$ cat src/rtl/alu_exec.sv
// alu_exec: miniMips execute stage.
// Single-cycle ADD/SUB/AND/OR/XOR/SHL; MUL (and DIV when ALU_DIV_EN is defined)
// iterate for 8 cycles on a shared 16-bit accumulator. Outputs drive the
// register-file write port directly.
// Build option: ALU_DIV_EN enables the iterative restoring divider for op 111;
// without it op 111 returns 0x00 with carry set in a single cycle.
module alu_exec (
    input  logic       clk,
    input  logic       reset,
    input  logic       start,
    input  logic [2:0] op,
    input  logic [7:0] a,
    input  logic [7:0] b,
    input  logic [1:0] dest,
    output logic       busy,
    output logic       done,
    output logic [7:0] result,
    output logic [1:0] wr_reg,
    output logic       wr_en,
    output logic       zero,
    output logic       carry
);

    localparam logic [2:0] OpAdd = 3'b000;
    localparam logic [2:0] OpSub = 3'b001;
    localparam logic [2:0] OpAnd = 3'b010;
    localparam logic [2:0] OpOr  = 3'b011;
    localparam logic [2:0] OpXor = 3'b100;
    localparam logic [2:0] OpShl = 3'b101;
    localparam logic [2:0] OpMul = 3'b110;
    localparam logic [2:0] OpDiv = 3'b111;

    typedef enum logic [1:0] {StIdle, StIter, StDone} state_e;

    state_e      state_q;
    logic [2:0]  cnt_q;
    logic [15:0] acc_q;    // MUL: {partial product, multiplier}; DIV: {remainder, dividend}
    logic [7:0]  opnd_q;   // MUL: multiplicand; DIV: divisor
    logic [1:0]  dest_q;
    logic        busy_q;
    logic        done_q;
    logic [7:0]  result_q;
    logic [1:0]  wr_reg_q;
    logic        zero_q;
    logic        carry_q;
`ifdef ALU_DIV_EN
    logic        is_div_q;
`endif

    // Single-cycle result for the operands presented at acceptance
    logic [8:0] add9;
    logic [8:0] sub9;
    logic [8:0] shl9;
    logic [7:0] sc_res;
    logic       sc_carry;
    logic       sc_iter;

    always_comb begin
        add9     = {1'b0, a} + {1'b0, b};
        sub9     = {1'b0, a} - {1'b0, b};
        // Bit 8 holds the last bit shifted out (0 for a zero shift)
        shl9     = {1'b0, a} << b[2:0];
        sc_res   = 8'h00;
        sc_carry = 1'b0;
        sc_iter  = 1'b0;
        unique case (op)
            OpAdd: begin sc_res = add9[7:0]; sc_carry = add9[8]; end
            OpSub: begin sc_res = sub9[7:0]; sc_carry = sub9[8]; end
            OpAnd: sc_res = a & b;
            OpOr:  sc_res = a | b;
            OpXor: sc_res = a ^ b;
            OpShl: begin sc_res = shl9[7:0]; sc_carry = shl9[8]; end
            OpMul: sc_iter = 1'b1;
            OpDiv: begin
`ifdef ALU_DIV_EN
                if (b == 8'h00) begin
                    sc_res   = 8'hFF;
                    sc_carry = 1'b1;
                end else begin
                    sc_iter = 1'b1;
                end
`else
                sc_res   = 8'h00;
                sc_carry = 1'b1;
`endif
            end
            default: ;
        endcase
    end

    // One iteration step of the shift-add multiplier or restoring divider
    logic [8:0]  mul_sum;
    logic [15:0] acc_step;
`ifdef ALU_DIV_EN
    logic [8:0]  div_sh;
    logic [8:0]  div_diff;
`endif

    always_comb begin
        mul_sum  = {1'b0, acc_q[15:8]} + (acc_q[0] ? {1'b0, opnd_q} : 9'd0);
        acc_step = {mul_sum, acc_q[7:1]};
`ifdef ALU_DIV_EN
        div_sh   = {acc_q[15:8], acc_q[7]};
        div_diff = div_sh - {1'b0, opnd_q};
        if (is_div_q) begin
            if (div_sh >= {1'b0, opnd_q}) begin
                acc_step = {div_diff[7:0], acc_q[6:0], 1'b1};
            end else begin
                acc_step = {div_sh[7:0], acc_q[6:0], 1'b0};
            end
        end
`endif
    end

    // Control FSM with registered outputs and the iteration datapath
    always_ff @(posedge clk) begin
        if (reset) begin
            state_q  <= StIdle;
            cnt_q    <= 3'd0;
            acc_q    <= 16'h0000;
            opnd_q   <= 8'h00;
            dest_q   <= 2'd0;
            busy_q   <= 1'b0;
            done_q   <= 1'b0;
            result_q <= 8'h00;
            wr_reg_q <= 2'd0;
            zero_q   <= 1'b0;
            carry_q  <= 1'b0;
`ifdef ALU_DIV_EN
            is_div_q <= 1'b0;
`endif
        end else begin
            unique case (state_q)
                StIter: begin
                    acc_q <= acc_step;
                    cnt_q <= cnt_q + 3'd1;
                    if (cnt_q == 3'd7) begin
                        state_q  <= StDone;
                        busy_q   <= 1'b0;
                        done_q   <= 1'b1;
                        result_q <= acc_step[7:0];
                        wr_reg_q <= dest_q;
                        zero_q   <= (acc_step[7:0] == 8'h00);
`ifdef ALU_DIV_EN
                        carry_q  <= is_div_q ? 1'b0 : (acc_step[15:8] != 8'h00);
`else
                        carry_q  <= (acc_step[15:8] != 8'h00);
`endif
                    end
                end
                default: begin
                    // StIdle and StDone both accept a new start
                    if (start) begin
                        dest_q <= dest;
                        if (sc_iter) begin
                            state_q <= StIter;
                            busy_q  <= 1'b1;
                            done_q  <= 1'b0;
                            cnt_q   <= 3'd0;
`ifdef ALU_DIV_EN
                            is_div_q <= (op == OpDiv);
                            if (op == OpDiv) begin
                                acc_q  <= {8'h00, a};
                                opnd_q <= b;
                            end else begin
                                acc_q  <= {8'h00, b};
                                opnd_q <= a;
                            end
`else
                            acc_q  <= {8'h00, b};
                            opnd_q <= a;
`endif
                        end else begin
                            state_q  <= StDone;
                            done_q   <= 1'b1;
                            result_q <= sc_res;
                            wr_reg_q <= dest;
                            zero_q   <= (sc_res == 8'h00);
                            carry_q  <= sc_carry;
                        end
                    end else begin
                        state_q <= StIdle;
                        done_q  <= 1'b0;
                    end
                end
            endcase
        end
    end

    assign busy   = busy_q;
    assign done   = done_q;
    assign wr_en  = done_q;
    assign result = result_q;
    assign wr_reg = wr_reg_q;
    assign zero   = zero_q;
    assign carry  = carry_q;

endmodule

$ cat config.mk
export PLATFORM = sky130hd
export DESIGN_NAME = alu_exec
export DESIGN_NICKNAME = d
export VERILOG_FILES = /design/src/rtl/alu_exec.sv
export SDC_FILE = /design/constraint.sdc
export NUM_CORES = 1
export LEC_CHECK = 0
export CORE_UTILIZATION = 62
export DETAILED_ROUTE_END_ITERATION = 8
export PLACE_DENSITY = 0.84
export SKIP_LAST_GASP = 1
export SLEW_MARGIN = 25
export SYNTH_ARGS = -nofsm -noshare
export SYNTH_HDL_FRONTEND = slang
export SYNTH_SLANG_ARGS = --single-unit
$ cat constraint.sdc
create_clock -name clk -period 4.6 [get_ports clk]
set_input_delay 0.92 -clock clk [delete_from_list [all_inputs] [get_ports clk]]
set_output_delay 0.92 -clock clk [all_outputs]
set_load 0.005 [all_outputs]
==> results of run 1 <==
## cell usage after synthesis, types with 2 or more instances
| cell | number | area (um2) |
|---|---|---|
| mux2i_1 | 4 | 40.0 |
| nand2b_1 | 12 | 75.1 |
| nor4_1 | 6 | 37.5 |
| buf_6 | 3 | 33.8 |
| nand3_1 | 20 | 100 |
| and3_1 | 3 | 18.8 |
| buf_2 | 4 | 20.0 |
| nand2_1 | 66 | 248 |
| o21a_1 | 4 | 30.0 |
| nor3_1 | 9 | 45.0 |
| a21oi_1 | 50 | 250 |
| a311oi_1 | 9 | 78.8 |
| or3_1 | 2 | 12.5 |
| and2_1 | 8 | 50.1 |
| buf_4 | 8 | 60.1 |
| fa_1 | 3 | 60.1 |
| o41ai_1 | 2 | 17.5 |
| nand3b_1 | 8 | 60.1 |
| o31ai_1 | 3 | 22.5 |
| o21ai_0 | 14 | 70.1 |
| a211oi_1 | 12 | 90.1 |
| a221oi_1 | 2 | 17.5 |
| o211ai_1 | 5 | 37.5 |
| nor2_1 | 43 | 161 |
| clkbuf_1 | 14 | 52.6 |
| xor2_1 | 3 | 26.3 |
| nor2b_1 | 7 | 43.8 |
| inv_1 | 27 | 101 |
| mux4_2 | 5 | 113 |
| a31oi_1 | 5 | 31.3 |
| a21o_1 | 3 | 22.5 |
| xnor2_1 | 5 | 43.8 |
| ha_1 | 36 | 450 |
| nor3b_1 | 2 | 15.0 |
| o21bai_1 | 5 | 37.5 |
| dfxtp_1 | 44 | 881 |
## routing by layer
| metal | up-vias | wire [um] | global-route usage, % | part of all wire (%) |
|---|---|---|---|---|
| met1 | 1711 | 4530 | 43.9 | 46 |
| met5 | - | 0 | 0 | 0 |
| met4 | 0 | 175 | 6.96 | 1.8 |
| met2 | 167 | 4340 | 51.6 | 44 |
| li1 | 1789 | - | - | - |
| met3 | 22 | 724 | 7.20 | 7.4 |
## final cells by class
cell class,instances,area [um2]
well taps,72,90.1
inverters,27,101
flip-flops and latches,44,881
clock buffers,5,68.8
clock inverters,3,21.3
fillers,457,1470
multi-input cells,385,2610
repair buffers,45,433
## how the worst max path moves through the flow
stage / cells after the start / slack (ns) / end / from
finish: 10 / 1.07 / result[7] / b[2]
global route: 10 / 0.92 / zero / a[0]
CTS: 10 / 1.12 / result[7] / b[2]
detailed placement: 10 / 0.84 / zero / a[0]
global placement: 10 / 0.91 / result[7] / b[1]
floorplan: 9 / 1.78 / zero / a[0]
## metrics by stage
| stage | instances | hold slack [ns] | total power, W |
|---|---|---|---|
| finish | 581 | 0.455 | 0.000920 |
| global route | 581 | 0.477 | 0.000964 |
| CTS | 581 | 0.455 | 0.000915 |
| detailed placement | 573 | 0.443 | 0.000675 |
| global placement | 573 | 0.439 | 0.000670 |
| floorplan | 486 | 0.432 | 0.000588 |
## tightest hold or removal path, delay by kind of cell (launching register included)
kind,cells,cell delay [ns]
AND/OR/NAND/NOR,1,0.05
flip-flops,1,0.31
AO/OA/AOI/OAI,1,0.05
## logic make-up (layout without fill, tap and decap cells)
kind of cell / count (synthesis) / after routing / synth area share [%]
compound gates: 135 / 135 / 24.3
xor+xnor: 8 / 8 / 1.86
fa+ha+maj: 39 / 39 / 13.6
buf+inv: 57 / 80 / 7.22
flops: 44 / 44 / 23.4
mux: 10 / 10 / 4.36
simple gates: 193 / 193 / 25.3
## power breakdown
part	switching, W	internal, W
sequential	0.00000994	0.000396
clock	0.000138	0.000108
combinational	0.000151	0.000117
total	0.000299	0.000620
==> flow_summary.toml, run 1 <==
[final_layout]
layout_common_cells = "66 x nand2_1, 50 x a21oi_1, 44 x dfxtp_1"
regMostFlops = "acc_q"
area_growth_pct = 11.8
final_core_utilization_pct = 74.0
largest_register_ff_count = 16
drive_above_1_share_pct = 5.50
antenna-diode-count = 0
final_common_cell = "nand2_1"
nNetsFinal = 571
stdcell_area_um2 = 4200

[floorplan]
pin_count = 39
design.die.area_um2 = 6380
die_h_um = 79.9
core_area_um2 = 5680
placement_rows = 27
die_w_um = 79.9
starting_density_of_the_core_pct = 66.2

[clock_network]
post_cts_resized = 0
clkSinkCount = 44
clkTransAtPathRegs_ns = 0.09
clock_insertion_delay_worst_skew_ns = 0.30
ctsLongestPathBuffers = 2
cts_made_buffers = 5
cts_tree = "yes"
cts.repair_timing.setup_buffer_count = 0
clock_tree_root = "clkbuf_8"
h-tree-depth = 2
cts_hold_buf = 0

[critical_path]
cp.arrival_ns = 3.73
worstReg2RegStart = "acc_q[0]"
critical-path-top-delay-family = "compound AO/OA/AOI/OAI gates"
crit_type = "input port to register"
path_max_fanout = 9
crit_end_category = "register"
reg2reg_slack_ns = 2.08
critical-path-max-stage-delay_ns = 0.65
startpoint_type = "input port"
timing.critical_path.slowest_stage_cell = "clkdlybuf4s50_1"
reg2regPathDepth = 10
cell_by_cell_trace_of_the_critical_path = "clkdlybuf4s50_1, inv_1, ha_1, nor2_1, o31ai_1, a21o_1, nand2_1, nor3b_1, o311a_1, o41ai_2"
worst_r2r_endpoint = "carry"
required_ns = 4.79
timing.critical_path.buf_inv = 2

[timing]
grt_setup_unrepaired = "no"
timing.slew.headroom_pct = 39.9
fmax_mhz = 283
postLayoutSetupSlackWorst_ns = 1.07
setup_violations = 0
final.min_clock_period_ns = 3.53
fin_tns_setup_ns = 0
timing_worst_slew_pin_value_ns = 0.898
final-max-slew-violation-count = 0
final.period_utilization_pct = 76.8
total_count_of_hold_check_failures_in_the_final_report = 0
skew_ns = 0.0154

[grt]
grt_first_pass_wirelength_mm = 16.1
antenna_found_initial = 0
number_of_global_route_vias_before_repair = 3390
grt_use_total_pct = 32.2
grt_start_max_net_pins = 42
grt.overflow.total = 0

[power_and_ir_drop]
power.leakage_nw = 1.70
ir_drop_v = 0.000205
power.density_nw_per_um2 = 219

[status]
status = "finished clean"

[route]
firstDrtPassIters = 5
total_via_count_in_the_routed_design = 3689
route.detailed.wl_per_inst_um = 16.8
route.detailed.vias_per_inst = 6.35
postRouteAntennaNets = 0
drt-initial-drc-count = 323
postRouteWirelength_mm = 9.77
remaining_drc_errors = 0

[yosys]
synthesis.yosys.warnings = 0
yosys.cell_types.count = 66
ys.flop_type = "dfxtp_1"
synthesis.area_per_instance_um2 = 7.73
synth.net_count = 549
mappedNetlistArea_um2 = 3760
netlist_instances = 486
synthesized_flop_and_latch_total = 44
synth_async_sr_flop_share_pct = 0
number_of_enable_type_register_cells_in_the_synthesized_netlist = 0
yosysSeqAreaShare_pct = 23.4

[min_path]
hold_path_end = "opnd_q[3]"
worstHoldPathCells = 2
min-delay-start = "opnd_q[3]"
holdCritPathClass = "register to register"

[placed_design]
dpl_cell_area_um2 = 4110
dpl.hpwl_mm = 7.15
place_ws_ns = 0.843
gp_congestion = 0.982
port_buffers = 38

[run]
drv.max_cap_violation_count = 0
No activity file was read; power rests on OpenSTA's default activity.
==> inputs of run 2 (changes only) <==
- CORE_UTILIZATION: 62 -> 52
- PLACE_DENSITY: 0.84 -> 0.75
- clock period: 4.6 -> 3 ns (I/O delays scaled with it)
==> run 2 against run 1 <==
- die area is 19% higher
- design area increased by 12%
- clock power rose by 96%
- power increased by 74%
- clock skew shrank 0.0015 ns
- non-clock buffer count up 50
- register-to-register slack lost 1.6 ns
- wire length is 7.9% higher
- global-route usage shrank 3.3 points
- critical path depth grew 1
- highest routed layer unchanged
- via count increased by 3.1%
- final cell count grew 13%
- critical path type unchanged
==> flow_summary.toml, run 2 (synthesis results as in run 1) <==
[final_layout]
nNetsFinal = 621
layout_common_cells = "66 x nand2_1, 55 x buf_4, 50 x a21oi_1"
final_common_cell = "nand2_1"
regMostFlops = "acc_q"
final_cells = 655
largest_register_ff_count = 16
antenna-diode-count = 0
fillers = 613
drive_above_1_share_pct = 15.2
area_growth_pct = 25.1

[status]
status = "finished clean"

[placed_design]
port_buffers = 38
dpl.hpwl_mm = 8.20
placed_instances = 647
place_ws_ns = -0.269
gp_congestion = 0.945

[route]
met3WireLength_um = 548
wl_met2_mm = 4.96
postRouteWirelength_mm = 10.5
firstDrtPassIters = 5
postRouteAntennaNets = 0
wl_met1_mm = 4.74
total_via_count_in_the_routed_design = 3804
drt-initial-drc-count = 200
route.detailed.wl_per_inst_um = 16.1
route.detailed.vias_per_inst = 5.81
remaining_drc_errors = 0
highest_routed_layer = "met4"

[power_and_ir_drop]
power.leakage_nw = 1.98
power.density_nw_per_um2 = 340
ir_drop_v = 0.000166

[grt]
number_of_global_route_vias_before_repair = 3566
grt_first_pass_wirelength_mm = 17.0
grt_use_total_pct = 28.9
grt_start_max_net_pins = 42
grt.overflow.total = 0
antenna_found_initial = 0

[critical_path]
crit_type = "input port to register"
cp.arrival_ns = 3.16
startpoint_type = "input port"
crit_end_category = "register"
required_ns = 3.21
path_max_fanout = 3

[timing]
fin_tns_setup_ns = 0
final-max-slew-violation-count = 0
postLayoutSetupSlackWorst_ns = 0.0521
skew_ns = 0.0139
fmax_mhz = 339
final.period_utilization_pct = 98.3
grt_setup_unrepaired = "yes"
timing_worst_slew_pin_value_ns = 0.564
final.min_clock_period_ns = 2.95
timing.slew.headroom_pct = 62.3
total_count_of_hold_check_failures_in_the_final_report = 0
setup_violations = 0

[floorplan]
design.die.area_um2 = 7570
core_area_um2 = 6910
die_w_um = 87.0
placement_rows = 30
pin_count = 39
starting_density_of_the_core_pct = 54.4
die_h_um = 87.0

[clock_network]
clkTransAtPathRegs_ns = 0.09
cts_hold_buf = 0
cts_tree = "yes"
h-tree-depth = 2
clkSinkCount = 44
clock_tree_root = "clkbuf_8"
clock_insertion_delay_worst_skew_ns = 0.31
cts_made_buffers = 5
ctsLongestPathBuffers = 2

[min_path]
holdCritPathClass = "register to register"

[run]
drv.max_cap_violation_count = 0
==> run 2: metrics by stage <==
stage          cell area (um2)  power (W)  hold WS [ns]  util (%)
2_1_floorplan             3760   0.000902         0.432         -
3_3_place_gp              4540    0.00110         0.440      65.8
3_5_place_dp              4540    0.00111         0.446      65.8
4_1_cts                   4660    0.00159         0.459      67.5
5_1_grt                   4700    0.00167         0.485      68.1
6_report                  4700    0.00160         0.459      68.1
==> run 2: path summary, 6_finish.rpt <==
path | start | endpoint | slack, ns | cells after the start
worst max-delay path | a[0] | zero | 0.05 | 11
worst min-delay path | opnd_q[4] | opnd_q[4] | 0.46 | 2
worst max register to register | acc_q[0] | carry | 0.46 | 10
worst min register to register | opnd_q[4] | opnd_q[4] | 0.46 | 2
==> run 2: area by class of cell <==
cell class / count / area [um2] / area share (%)
Inverter: 27 / 101 / 2.15
Multi-Input combinational cell: 385 / 2650 / 56.3
Clock buffer: 6 / 82.6 / 1.76
Sequential cell: 44 / 881 / 18.7
Timing Repair Buffer: 95 / 833 / 17.7
Clock inverter: 2 / 38.8 / 0.825
Tap cell: 96 / 120 / 2.55
==> run 2: per-layer routing <==
layer	track usage (%)	vias to the layer above
li1	-	1885
met1	37.8	1764
met2	48.6	132
met3	4.17	23
met4	9.85	0
met5	0	-
==> run 2: what timing repair did <==
item | in CTS | in global routing
resized for setup | 0 | 7
endpoints found under the setup margin | 0 | 3
setup buffers | 0 | 0
==> run 2: critical path, cell delays in order <==
cell	delay (ns)
clkdlybuf4s50_1	0.51
inv_1	0.07
ha_1	0.23
fa_1	0.47
and2_1	0.12
o32ai_1	0.08
a221oi_2	0.31
nand3_1	0.16
nor4_2	0.23
nand3_1	0.12
o32ai_2	0.25
==> run 2: where the power goes <==
part | leakage [nW] | total, W | switching (W) | internal [W]
sequential | 0.358 | 0.000623 | 0.0000161 | 0.000606
combinational | 1.56 | 0.000493 | 0.000253 | 0.000240
clock | 0.0614 | 0.000483 | 0.000211 | 0.000272
total | 1.98 | 0.00160 | 0.000481 | 0.00112
